### src/rtl/invaders_pkg.sv
// Shared types and constants for the invader collision scanner.
package invaders_pkg;

  typedef logic [11:0] coord_t;

  typedef enum logic [1:0] {IDLE, SCAN, BOTTOM} scan_state_t;

  localparam int unsigned ROW_POINTS = 10;

endpackage

### src/rtl/aabb_overlap.sv
// Inclusive axis-aligned rectangle overlap test on 13-bit widened coordinates.
module aabb_overlap #(
  parameter int unsigned A_W = 16,
  parameter int unsigned A_H = 32,
  parameter int unsigned B_W = 64,
  parameter int unsigned B_H = 32
) (
  input  logic [12:0] a_x,
  input  logic [12:0] a_y,
  input  logic [12:0] b_x,
  input  logic [12:0] b_y,
  output logic        hit
);

  // Touching edges count as overlap.
  always_comb begin
    hit = (a_x <= b_x + 13'(B_W)) && (a_x + 13'(A_W) >= b_x) &&
          (a_y <= b_y + 13'(B_H)) && (a_y + 13'(A_H) >= b_y);
  end

endmodule

### src/rtl/collisions_scan.sv
// Per-frame projectile x invader grid scanner, one cell per clock.
// Optional COLLISIONS_SCORE_EN adds a saturating score output.
module collisions_scan
  import invaders_pkg::*;
#(
  parameter int unsigned NUM_PROJ          = 2,
  parameter int unsigned NUM_INVADERS      = 10,
  parameter int unsigned NUM_ROWS          = 3,
  parameter int unsigned OFFSET            = 100,
  parameter int unsigned INVADER_WIDTH     = 64,
  parameter int unsigned INVADER_HEIGHT    = 32,
  parameter int unsigned PROJECTILE_WIDTH  = 16,
  parameter int unsigned PROJECTILE_HEIGHT = 32,
  parameter int unsigned PLAYER_LINE       = 568,
  localparam int unsigned PW = (NUM_PROJ > 1) ? $clog2(NUM_PROJ) : 1,
  localparam int unsigned RW = (NUM_ROWS > 1) ? $clog2(NUM_ROWS) : 1,
  localparam int unsigned CW = (NUM_INVADERS > 1) ? $clog2(NUM_INVADERS) : 1
) (
  input  logic                                 clk,
  input  logic                                 rst_n,
  input  logic                                 frame_start,
  input  logic                                 wave_reset,
  input  logic [NUM_PROJ-1:0]                  proj_active,
  input  logic [NUM_PROJ-1:0][11:0]            proj_xpos,
  input  logic [NUM_PROJ-1:0][11:0]            proj_ypos,
  input  logic [NUM_INVADERS-1:0][11:0]        inv_xpos,
  input  logic [9:0]                           enemy_ypos,
  output logic [NUM_ROWS-1:0][NUM_INVADERS-1:0] alive,
  output logic [NUM_PROJ-1:0]                  proj_hit,
  output logic                                 kill_valid,
  output logic [RW-1:0]                        kill_row,
  output logic [CW-1:0]                        kill_col,
  output logic                                 busy,
  output logic                                 done,
  output logic                                 overrun,
  output logic                                 player_hit,
  output logic                                 all_dead
`ifdef COLLISIONS_SCORE_EN
  ,
  output logic [15:0]                          score
`endif
);

  scan_state_t state_q, state_d;
  logic [PW-1:0] p_q, p_d;
  logic [RW-1:0] r_q, r_d;
  logic [CW-1:0] c_q, c_d;
  logic [NUM_ROWS-1:0][NUM_INVADERS-1:0] alive_q, alive_d;
  logic [NUM_PROJ-1:0] proj_hit_q, proj_hit_d;
  logic          kill_valid_q, kill_valid_d;
  logic [RW-1:0] kill_row_q, kill_row_d;
  logic [CW-1:0] kill_col_q, kill_col_d;
  logic          done_q, done_d;
  logic          overrun_q, overrun_d;
  logic          player_hit_q, player_hit_d;
  logic          latch_en;

  logic [NUM_PROJ-1:0]           proj_act_q;
  coord_t [NUM_PROJ-1:0]         proj_x_q, proj_y_q;
  coord_t [NUM_INVADERS-1:0]     inv_x_q;
  logic [9:0]                    ey_q;

  logic [12:0] cell_y;
  logic        cell_overlap;
  logic        cell_hit;
  logic        any_live;
  logic [RW-1:0] low_row;
  logic [15:0] bottom_y;

  always_comb cell_y = 13'(ey_q) + 13'(r_q) * 13'(OFFSET);

  aabb_overlap #(
    .A_W (PROJECTILE_WIDTH),
    .A_H (PROJECTILE_HEIGHT),
    .B_W (INVADER_WIDTH),
    .B_H (INVADER_HEIGHT)
  ) u_overlap (
    .a_x (13'(proj_x_q[p_q])),
    .a_y (13'(proj_y_q[p_q])),
    .b_x (13'(inv_x_q[c_q])),
    .b_y (cell_y),
    .hit (cell_overlap)
  );

  // A projectile that already scored this frame is spent for the rest of the scan.
  always_comb begin
    cell_hit = cell_overlap && alive_q[r_q][c_q] && proj_act_q[p_q] && !proj_hit_q[p_q];
  end

  // Lowest live row on screen is the highest row index with any survivor.
  always_comb begin
    any_live = 1'b0;
    low_row  = '0;
    for (int r = 0; r < NUM_ROWS; r++) begin
      if (|alive_q[r]) begin
        any_live = 1'b1;
        low_row  = RW'(r);
      end
    end
    bottom_y = 16'(ey_q) + 16'(low_row) * 16'(OFFSET) + 16'(INVADER_HEIGHT);
  end

  always_comb begin
    state_d      = state_q;
    p_d          = p_q;
    r_d          = r_q;
    c_d          = c_q;
    alive_d      = alive_q;
    proj_hit_d   = proj_hit_q;
    kill_valid_d = 1'b0;
    kill_row_d   = kill_row_q;
    kill_col_d   = kill_col_q;
    done_d       = 1'b0;
    overrun_d    = 1'b0;
    player_hit_d = player_hit_q;
    latch_en     = 1'b0;

    unique case (state_q)
      IDLE: begin
        if (frame_start) begin
          state_d    = SCAN;
          latch_en   = 1'b1;
          proj_hit_d = '0;
          p_d        = '0;
          r_d        = RW'(NUM_ROWS - 1);
          c_d        = '0;
        end
      end
      SCAN: begin
        overrun_d = frame_start;
        if (cell_hit) begin
          alive_d[r_q][c_q] = 1'b0;
          proj_hit_d[p_q]   = 1'b1;
          kill_valid_d      = 1'b1;
          kill_row_d        = r_q;
          kill_col_d        = c_q;
        end
        if (c_q == CW'(NUM_INVADERS - 1)) begin
          c_d = '0;
          if (r_q == '0) begin
            r_d = RW'(NUM_ROWS - 1);
            if (p_q == PW'(NUM_PROJ - 1)) state_d = BOTTOM;
            else p_d = p_q + 1'b1;
          end else begin
            r_d = r_q - 1'b1;
          end
        end else begin
          c_d = c_q + 1'b1;
        end
      end
      BOTTOM: begin
        overrun_d = frame_start;
        if (any_live && (bottom_y >= 16'(PLAYER_LINE))) player_hit_d = 1'b1;
        done_d  = 1'b1;
        state_d = IDLE;
      end
      default: state_d = IDLE;
    endcase

    if (wave_reset) begin
      state_d      = IDLE;
      alive_d      = '1;
      proj_hit_d   = '0;
      kill_valid_d = 1'b0;
      done_d       = 1'b0;
      overrun_d    = 1'b0;
      player_hit_d = 1'b0;
      latch_en     = 1'b0;
    end
  end

  always_ff @(posedge clk or negedge rst_n) begin
    if (!rst_n) begin
      state_q      <= IDLE;
      p_q          <= '0;
      r_q          <= '0;
      c_q          <= '0;
      alive_q      <= '1;
      proj_hit_q   <= '0;
      kill_valid_q <= 1'b0;
      kill_row_q   <= '0;
      kill_col_q   <= '0;
      done_q       <= 1'b0;
      overrun_q    <= 1'b0;
      player_hit_q <= 1'b0;
      proj_act_q   <= '0;
      proj_x_q     <= '0;
      proj_y_q     <= '0;
      inv_x_q      <= '0;
      ey_q         <= '0;
    end else begin
      state_q      <= state_d;
      p_q          <= p_d;
      r_q          <= r_d;
      c_q          <= c_d;
      alive_q      <= alive_d;
      proj_hit_q   <= proj_hit_d;
      kill_valid_q <= kill_valid_d;
      kill_row_q   <= kill_row_d;
      kill_col_q   <= kill_col_d;
      done_q       <= done_d;
      overrun_q    <= overrun_d;
      player_hit_q <= player_hit_d;
      if (latch_en) begin
        proj_act_q <= proj_active;
        proj_x_q   <= proj_xpos;
        proj_y_q   <= proj_ypos;
        inv_x_q    <= inv_xpos;
        ey_q       <= enemy_ypos;
      end
    end
  end

`ifdef COLLISIONS_SCORE_EN
  logic [15:0] score_q;
  logic [16:0] score_sum;

  always_comb score_sum = {1'b0, score_q} + 17'((32'(kill_row_q) + 32'd1) * ROW_POINTS);

  always_ff @(posedge clk or negedge rst_n) begin
    if (!rst_n) begin
      score_q <= '0;
    end else if (wave_reset) begin
      score_q <= '0;
    end else if (kill_valid_q) begin
      score_q <= score_sum[16] ? 16'hFFFF : score_sum[15:0];
    end
  end

  assign score = score_q;
`endif

  assign alive      = alive_q;
  assign proj_hit   = proj_hit_q;
  assign kill_valid = kill_valid_q;
  assign kill_row   = kill_row_q;
  assign kill_col   = kill_col_q;
  assign busy       = (state_q != IDLE);
  assign done       = done_q;
  assign overrun    = overrun_q;
  assign player_hit = player_hit_q;
  assign all_dead   = ~|alive_q;

endmodule

### config.mk
export PLATFORM = sky130hd
export DESIGN_NAME = collisions_scan
export DESIGN_NICKNAME = d
export VERILOG_FILES = /design/src/rtl/invaders_pkg.sv /design/src/rtl/aabb_overlap.sv /design/src/rtl/collisions_scan.sv
export SDC_FILE = /design/constraint.sdc
export NUM_CORES = 1
export LEC_CHECK = 0
export BUFFER_PORTS_ARGS = -buffer_cell sky130_fd_sc_hd__buf_2
export CORE_AREA = 2 2 157 236
export CTS_CLUSTER_SIZE = 12
export DETAILED_ROUTE_END_ITERATION = 12
export DIE_AREA = 0 0 159 238
export PLACE_DENSITY_LB_ADDON = 0.2
export SKIP_CTS_REPAIR_TIMING = 1
export SYNTH_ARGS = -nofsm -noshare
export SYNTH_HDL_FRONTEND = slang
export SYNTH_HIERARCHICAL = 1
export SYNTH_SLANG_ARGS = --single-unit
export TNS_END_PERCENT = 20
### constraint.sdc
create_clock -name clk -period 6.5 [get_ports clk]
set_input_delay 1.95 -clock clk [delete_from_list [all_inputs] [get_ports clk]]
set_output_delay 1.95 -clock clk [all_outputs]
set_load 0.02 [all_outputs]
After elaboration in Yosys (flattened, before gate mapping) --
Cells that the tools add are included.
Storage, ports and cells: word-level logic and storage cells 164, register bits 231, bits of input ports 184, output and inout port bits 44
Cells by class: add/subtract/negate cells 10, equality and inequality tests 11, multiplexer cells 63, bitwise operators 3, reductions and logical operators 34, $mul 2, order comparisons 11
Operators by type and width (count):
- $mux W30 | 3
- $mux W12 | 5
- $bmux W12 S4 | 1
- $and A30 B30 Y30 | 1
- $not A30 Y30 | 1
- $reduce_or A10 Y1 | 3
- $reduce_or A30 Y1 | 1
- $mux W1 | 28
- $le A12 B13 Y1 | 2
- $add A11 B6 Y12 const B | 2
- $mux W2 | 12
- $add A10 B9 Y11 | 2
- $bmux W10 S2 | 1
- $demux W10 S2 | 1
- $mux W10 | 2
- $ne A3 B3 Y1 const B | 5
- $mul A2 B5 Y7 const B | 2
- $add A12 B5 Y13 const B | 1
- $add A12 B6 Y13 const B | 1
- $add A12 B7 Y13 const B | 1
- $ge A13 B11 Y1 | 1
- $ge A13 B12 Y1 | 1
- $ge A12 B10 Y1 const B | 1
- $pmux W2 S2 | 3
- 29 further kinds | 53

Depth between registers and ports, before layout --
depth after elaboration 13, gate-level depth with buffers 27

Hierarchy --
Netlist, hierarchy kept.
By module, submodules not included:
- collisions_scan | times used 1, area an instance 10981.8 µm², cells an instance 812
- aabb_overlap | times used 1, area an instance 1456.4 µm², cells an instance 189

Least setup slack after synthesis --
No wires, ideal clock.
kind register to register, from register c_q[0], to register alive_q (netlist bit alive[25]), required time 6.404 ns, slack 1.778 ns, arrival time 4.625 ns, buffers on the path 5, cell stages (with the launch flop) 22, path through dfrtp_1 buf_2 buf_1 buf_2 mux4_2 mux2i_1 o21ai_0 ha_1 xnor2_1 ha_1 and4_4 a221oi_2 a21oi_1 a2111oi_2 a22oi_1 nor4_2 and2_0 nand4_1 nor2_1 buf_2 buf_4 a31oi_1
Between the ends: word-level cells in the longest chain between the ends 12, elaborated cells between the ends (all ways) 27
Ends and longest elaborated chain:
- start: declaration | RTL line collisions_scan.sv:47 | logic [CW-1:0] c_q, c_d;
- start signal: assignment | RTL line collisions_scan.sv:177 | c_q <= '0;
- start signal: assignment | RTL line collisions_scan.sv:195 | c_q <= c_d;
- $bmux W12 S4 * | RTL line collisions_scan.sv:80 | .b_x (13'(inv_x_q[c_q])),
- $mux W12 (implied by the code) * | RTL line collisions_scan.sv:80
- $add A12 B7 Y13 | RTL line aabb_overlap.sv:17 | hit = (a_x <= b_x + 13'(B_W)) && (a_x + 13'(A_W) >= b_x) &&
- $le A12 B13 Y1 | RTL line aabb_overlap.sv:17
- $logic_and A1 B1 Y1 * (2 in series) | RTL line aabb_overlap.sv:17
- $logic_and A1 B1 Y1 * | RTL line aabb_overlap.sv:18 | (a_y <= b_y + 13'(B_H)) && (a_y + 13'(A_H) >= b_y);
- net cell_overlap | RTL line collisions_scan.sv:64 | logic cell_overlap;
- $logic_and A1 B1 Y1 * (3 in series) | RTL line collisions_scan.sv:87 | cell_hit = cell_overlap && alive_q[r_q][c_q] && proj_act_q[p_q] && !proj_hit_q[p_q];
- $reduce_bool A2 Y1 (no line) *
- $reduce_and A2 Y1 (no line) *
- end signal: assignment | RTL line collisions_scan.sv:196 | alive_q <= alive_d;
- end: declaration | RTL line collisions_scan.sv:48 | logic [NUM_ROWS-1:0][NUM_INVADERS-1:0] alive_q, alive_d;
Mark *: on every way through the listed nets, which the timed path passes. The rest lies on a longest branch. The select of a mux whose other input is x is not followed. A chain may end at the register's enable or synchronous reset.

Worst setup path in the final report --
from register r_q[1], to register alive_q (netlist bit alive[10])
Between the ends: word-level cells in the longest chain between the ends 11, elaborated cells between the ends (all ways) 26
Ends and longest elaborated chain:
- start: declaration | RTL line collisions_scan.sv:46 | logic [RW-1:0] r_q, r_d;
- start signal: assignment | RTL line collisions_scan.sv:194 | r_q <= r_d;
- $mul A2 B5 Y7 * | RTL line collisions_scan.sv:70 | always_comb cell_y = 13'(ey_q) + 13'(r_q) * 13'(OFFSET);
- $add A10 B9 Y11 * | RTL line collisions_scan.sv:70
- net cell_y[9] | RTL line collisions_scan.sv:63 | logic [12:0] cell_y;
- $add A11 B6 Y12 | RTL line aabb_overlap.sv:18
- $le A12 B13 Y1 | RTL line aabb_overlap.sv:18
- $logic_and A1 B1 Y1 | RTL line aabb_overlap.sv:17
- $logic_and A1 B1 Y1 * | RTL line aabb_overlap.sv:18
- net cell_overlap | RTL line collisions_scan.sv:64
- $logic_and A1 B1 Y1 * (3 in series) | RTL line collisions_scan.sv:87
- $reduce_bool A2 Y1 (no line) *
- $reduce_and A2 Y1 (no line) *
Marked as above.

==> out/summary.md <==
The run finished with clean final reports. The number of max-cap violations was 0; the cell area power density was 339 mW/mm2. The tightest min-delay check is of the flip-flop to flip-flop type. For the maximum resistive drop on vdd, the log shows 0.249 mV. Count of pins over their slew limit: 0. The leakage power figure was 6.69 nW. The antenna violation net count after detailed routing is 0.

The cell sitting at the root of the clock tree is a sky130_fd_sc_hd__clkbuf_16. The total count of hold-check failures in the final report is 0, and the chip width is 159 um. Across all setup checks in the final design, the least slack found is 1.11 ns. The floorplan has 85 rows. Grouping stages by cell kind, the critical path spends the most delay in simple AND/OR/NAND/NOR gates. The predominant post-synthesis flop cell was sky130_fd_sc_hd__dfrtp_1. TritonCTS built the clock tree. Cell type contributing the most total cell area after synthesis: sky130_fd_sc_hd__dfrtp_1.

The total congestion overflow was 0; the arrival time of data at the critical path endpoint was 5.81 ns. The biggest fanout along the worst timing path is 29. Setup repair after global routing left no endpoint under its margin. STA classifies the critical path endpoint as a flip-flop. The first routing iteration left 441 violations. The fraction of layout cells with a size suffix above 1 was 0.459.

Summed over all layers, the routed wires come to 32,900 um. In this run, synthesis produced a sequential element count of 231. The average via count per standard cell came out at 5.01.

The fraction of synthesis flops using an asynchronous set or reset pin is 1.00. Leaving out filler cells and counting taps, the final layout contains 1,725. For the data required time of the worst path, the log shows 6.92 ns. The number of enable-type register cells in the synthesized netlist works out to 0. The count of buffers added on input and output ports is 227. From bottom edge to top edge, the die measures 238 um. The number of antenna violations at the first check in global routing is 7.

The logs give 0.488 ns for the hold slack and 0.0124 mm2 for the mapped cell area. Static timing analysis puts the maximum clock frequency at 0.186 GHz. The tools report the filler cell count as 3,494. The most numerous cell type found on the critical path is sky130_fd_sc_hd__ha_1. The effective utilization at floorplan was 0.348; the largest stage delay on the critical path was 0.68 ns. Subtracting the final worst setup slack from the clock period gives 5.39 ns. The logs give 0.54 ns for the latest clock arrival within the worst-skew pair and 52,200 um for the wire length of the first global-routing pass. After legalization and detailed placement, the total HPWL measured 24,700 um.

For the count of distinct cell types in the synthesized netlist, the log shows 69. The startpoint-to-endpoint class of the critical path is flip-flop to flip-flop. The critical path startpoint category was a flip-flop. For the worst-case headroom to the max-slew limit, the log shows 0.371. The logs give 1 for the level count of the clock H-tree and 9,325 for the via count of the first global-routing pass.

The clock-pin slew on the worst setup and hold paths was 0.06 ns. In the final routed layout, each cell accounts on average for 19.1 um. The run gives 8,641 as the via total after detailed routing. The largest individual stage delay along the critical path comes from the cell sky130_fd_sc_hd__dfrtp_1. The utilization after layout is 0.421.

Including well taps, the total number of placed cells is 1,678. Setup violations remaining at the end of the flow were counted as 0. Leaving out fill and tap cells, the most frequent cells in the layout are sky130_fd_sc_hd__buf_2, sky130_fd_sc_hd__mux2_2, sky130_fd_sc_hd__dfrtp_1, sky130_fd_sc_hd__ha_1, sky130_fd_sc_hd__nor2_1.

The clock net in this run drives a total of 231 sinks. The post-layout net count is 1,485. The Yosys step of the flow raised 6 warnings. In the routed design, unresolved DRC markers number 0. The first TritonRoute pass finished after 4 iterations. In this run, CTS created clock tree buffers numbering 26. The final clock period utilization by the worst path is 0.829, and the sum of negative setup slack is 0 ns. The commonest non-fill, non-tap cell in the layout was sky130_fd_sc_hd__buf_2. Entering global routing, the biggest net connects 146 pins. In the synthesized netlist, the number of instances is 1,001.

The all-layer global routing usage is 0.174. The number of buffer and inverter stages on the critical path was 4; the synthesis-to-layout area growth was 20.8%. The logs give 3 for the number of buffers on the longest clock path and 0.886 for the last weighted congestion value of the routability-driven placer.

228 I/O pins were placed. The average size of a mapped cell was 12.4 um2; the area fraction of the dominant cell type after synthesis was 0.404. By area the synthesized netlist is led by sky130_fd_sc_hd__dfrtp_1, sky130_fd_sc_hd__mux2_2, sky130_fd_sc_hd__ha_1.

At the pin with the least slew margin, the transition time is 0.935 ns. Fraction of the yosys area taken by sequential cells: 0.468. The die covers 0.0378 mm2. The final clock skew was 0.0108 ns; the area of the core was 0.0357 mm2. The run gives 1.14 ns as the placement-stage worst setup slack.
==> cell usage after synthesis, drive strengths merged, types with 10 or more instances <==
master,n
ha,71
clkbuf,36
xnor2,28
a31oi,34
nor2,55
mux2,209
a21o,13
mux4,31
buf,15
mux2i,16
o21ai,35
nand2,26
inv,44
a22oi,13
dfstp,30
a21oi,21
nand3,25
nor3,11
nand4,10
dfrtp,201
==> report_power, final <==
part           internal [W]  total, W  leakage, nW  switching, W
sequential          0.00174   0.00194         2.71      0.000207
combinational      0.000863   0.00169         3.56      0.000831
clock              0.000873   0.00146        0.421      0.000591
total               0.00347   0.00510         6.69       0.00163
==> tightest hold or removal path, stage by stage, from the launching register on <==
cell	delay, ns
sky130_fd_sc_hd__dfrtp_1	0.34
sky130_fd_sc_hd__nand2_1	0.05
sky130_fd_sc_hd__o21ai_0	0.06
==> registers in the layout, indices dropped and copies added, names as in the netlist, 4 cells and up <==
signal,flops
proj_x_q,24
c_q,4
proj_y_q,24
ey_q,10
kill_col,4
inv_x_q,120
alive,30
==> final cells by class <==
class / count / area [um2] / share of cell area
clock buffer: 37 / 785 / 0.0522
antenna: 4 / 10.0 / 0.000666
multi-input combinational: 685 / 6310 / 0.420
sequential: 231 / 5820 / 0.387
inverter: 44 / 165 / 0.0110
clock inverter: 6 / 61.3 / 0.00408
timing repair buffer: 240 / 1280 / 0.0852
tap: 478 / 598 / 0.0398
==> cells by family (layout without fill, tap and decap cells) <==
logic type      Yosys count  in the layout  synth area share
simple gates            168            168            0.0693
compound gates          143            143            0.0758
xor+xnor                 34             34            0.0239
other cells               1             15          0.000301
mux                     256            256             0.259
flops                   231            231             0.468
fa+ha+maj                73             73            0.0746
buf+inv                  95            327            0.0297
==> final timing paths <==
kind                                      endpoint  cells after the start               startpoint  slack (ns)
max                          alive[10]$_DFFE_PN1P_                     25       r_q[1]$_DFFE_PN0P_        1.11
min                        kill_col[2]$_DFFE_PN0P_                      2  kill_col[2]$_DFFE_PN0P_        0.49
max reg2reg                  alive[10]$_DFFE_PN1P_                     25       r_q[1]$_DFFE_PN0P_        1.11
min reg2reg                kill_col[2]$_DFFE_PN0P_                      2  kill_col[2]$_DFFE_PN0P_        0.49
max in group asynchronous       c_q[1]$_DFFE_PN0P_                      2                    rst_n        3.80
min in group asynchronous  inv_x_q[90]$_DFFE_PN0P_                      1                    rst_n        1.39
==> per-layer routing <==
metal,vias up,wire (um),GRT usage
met2,213,16700,0.311
met4,10,1050,0.0623
met3,57,2120,0.0443
li1,4130,-,-
met1,4231,12900,0.201
met5,-,61,0
==> metrics by stage <==
step           total power, W  area (um2)
2_1_floorplan         0.00315       12500
3_3_place_gp          0.00365       14200
3_5_place_dp          0.00369       14200
4_1_cts               0.00519       15000
5_1_grt               0.00545       15000
6_report              0.00510       15000
Power figures use the tool's default switching activity.
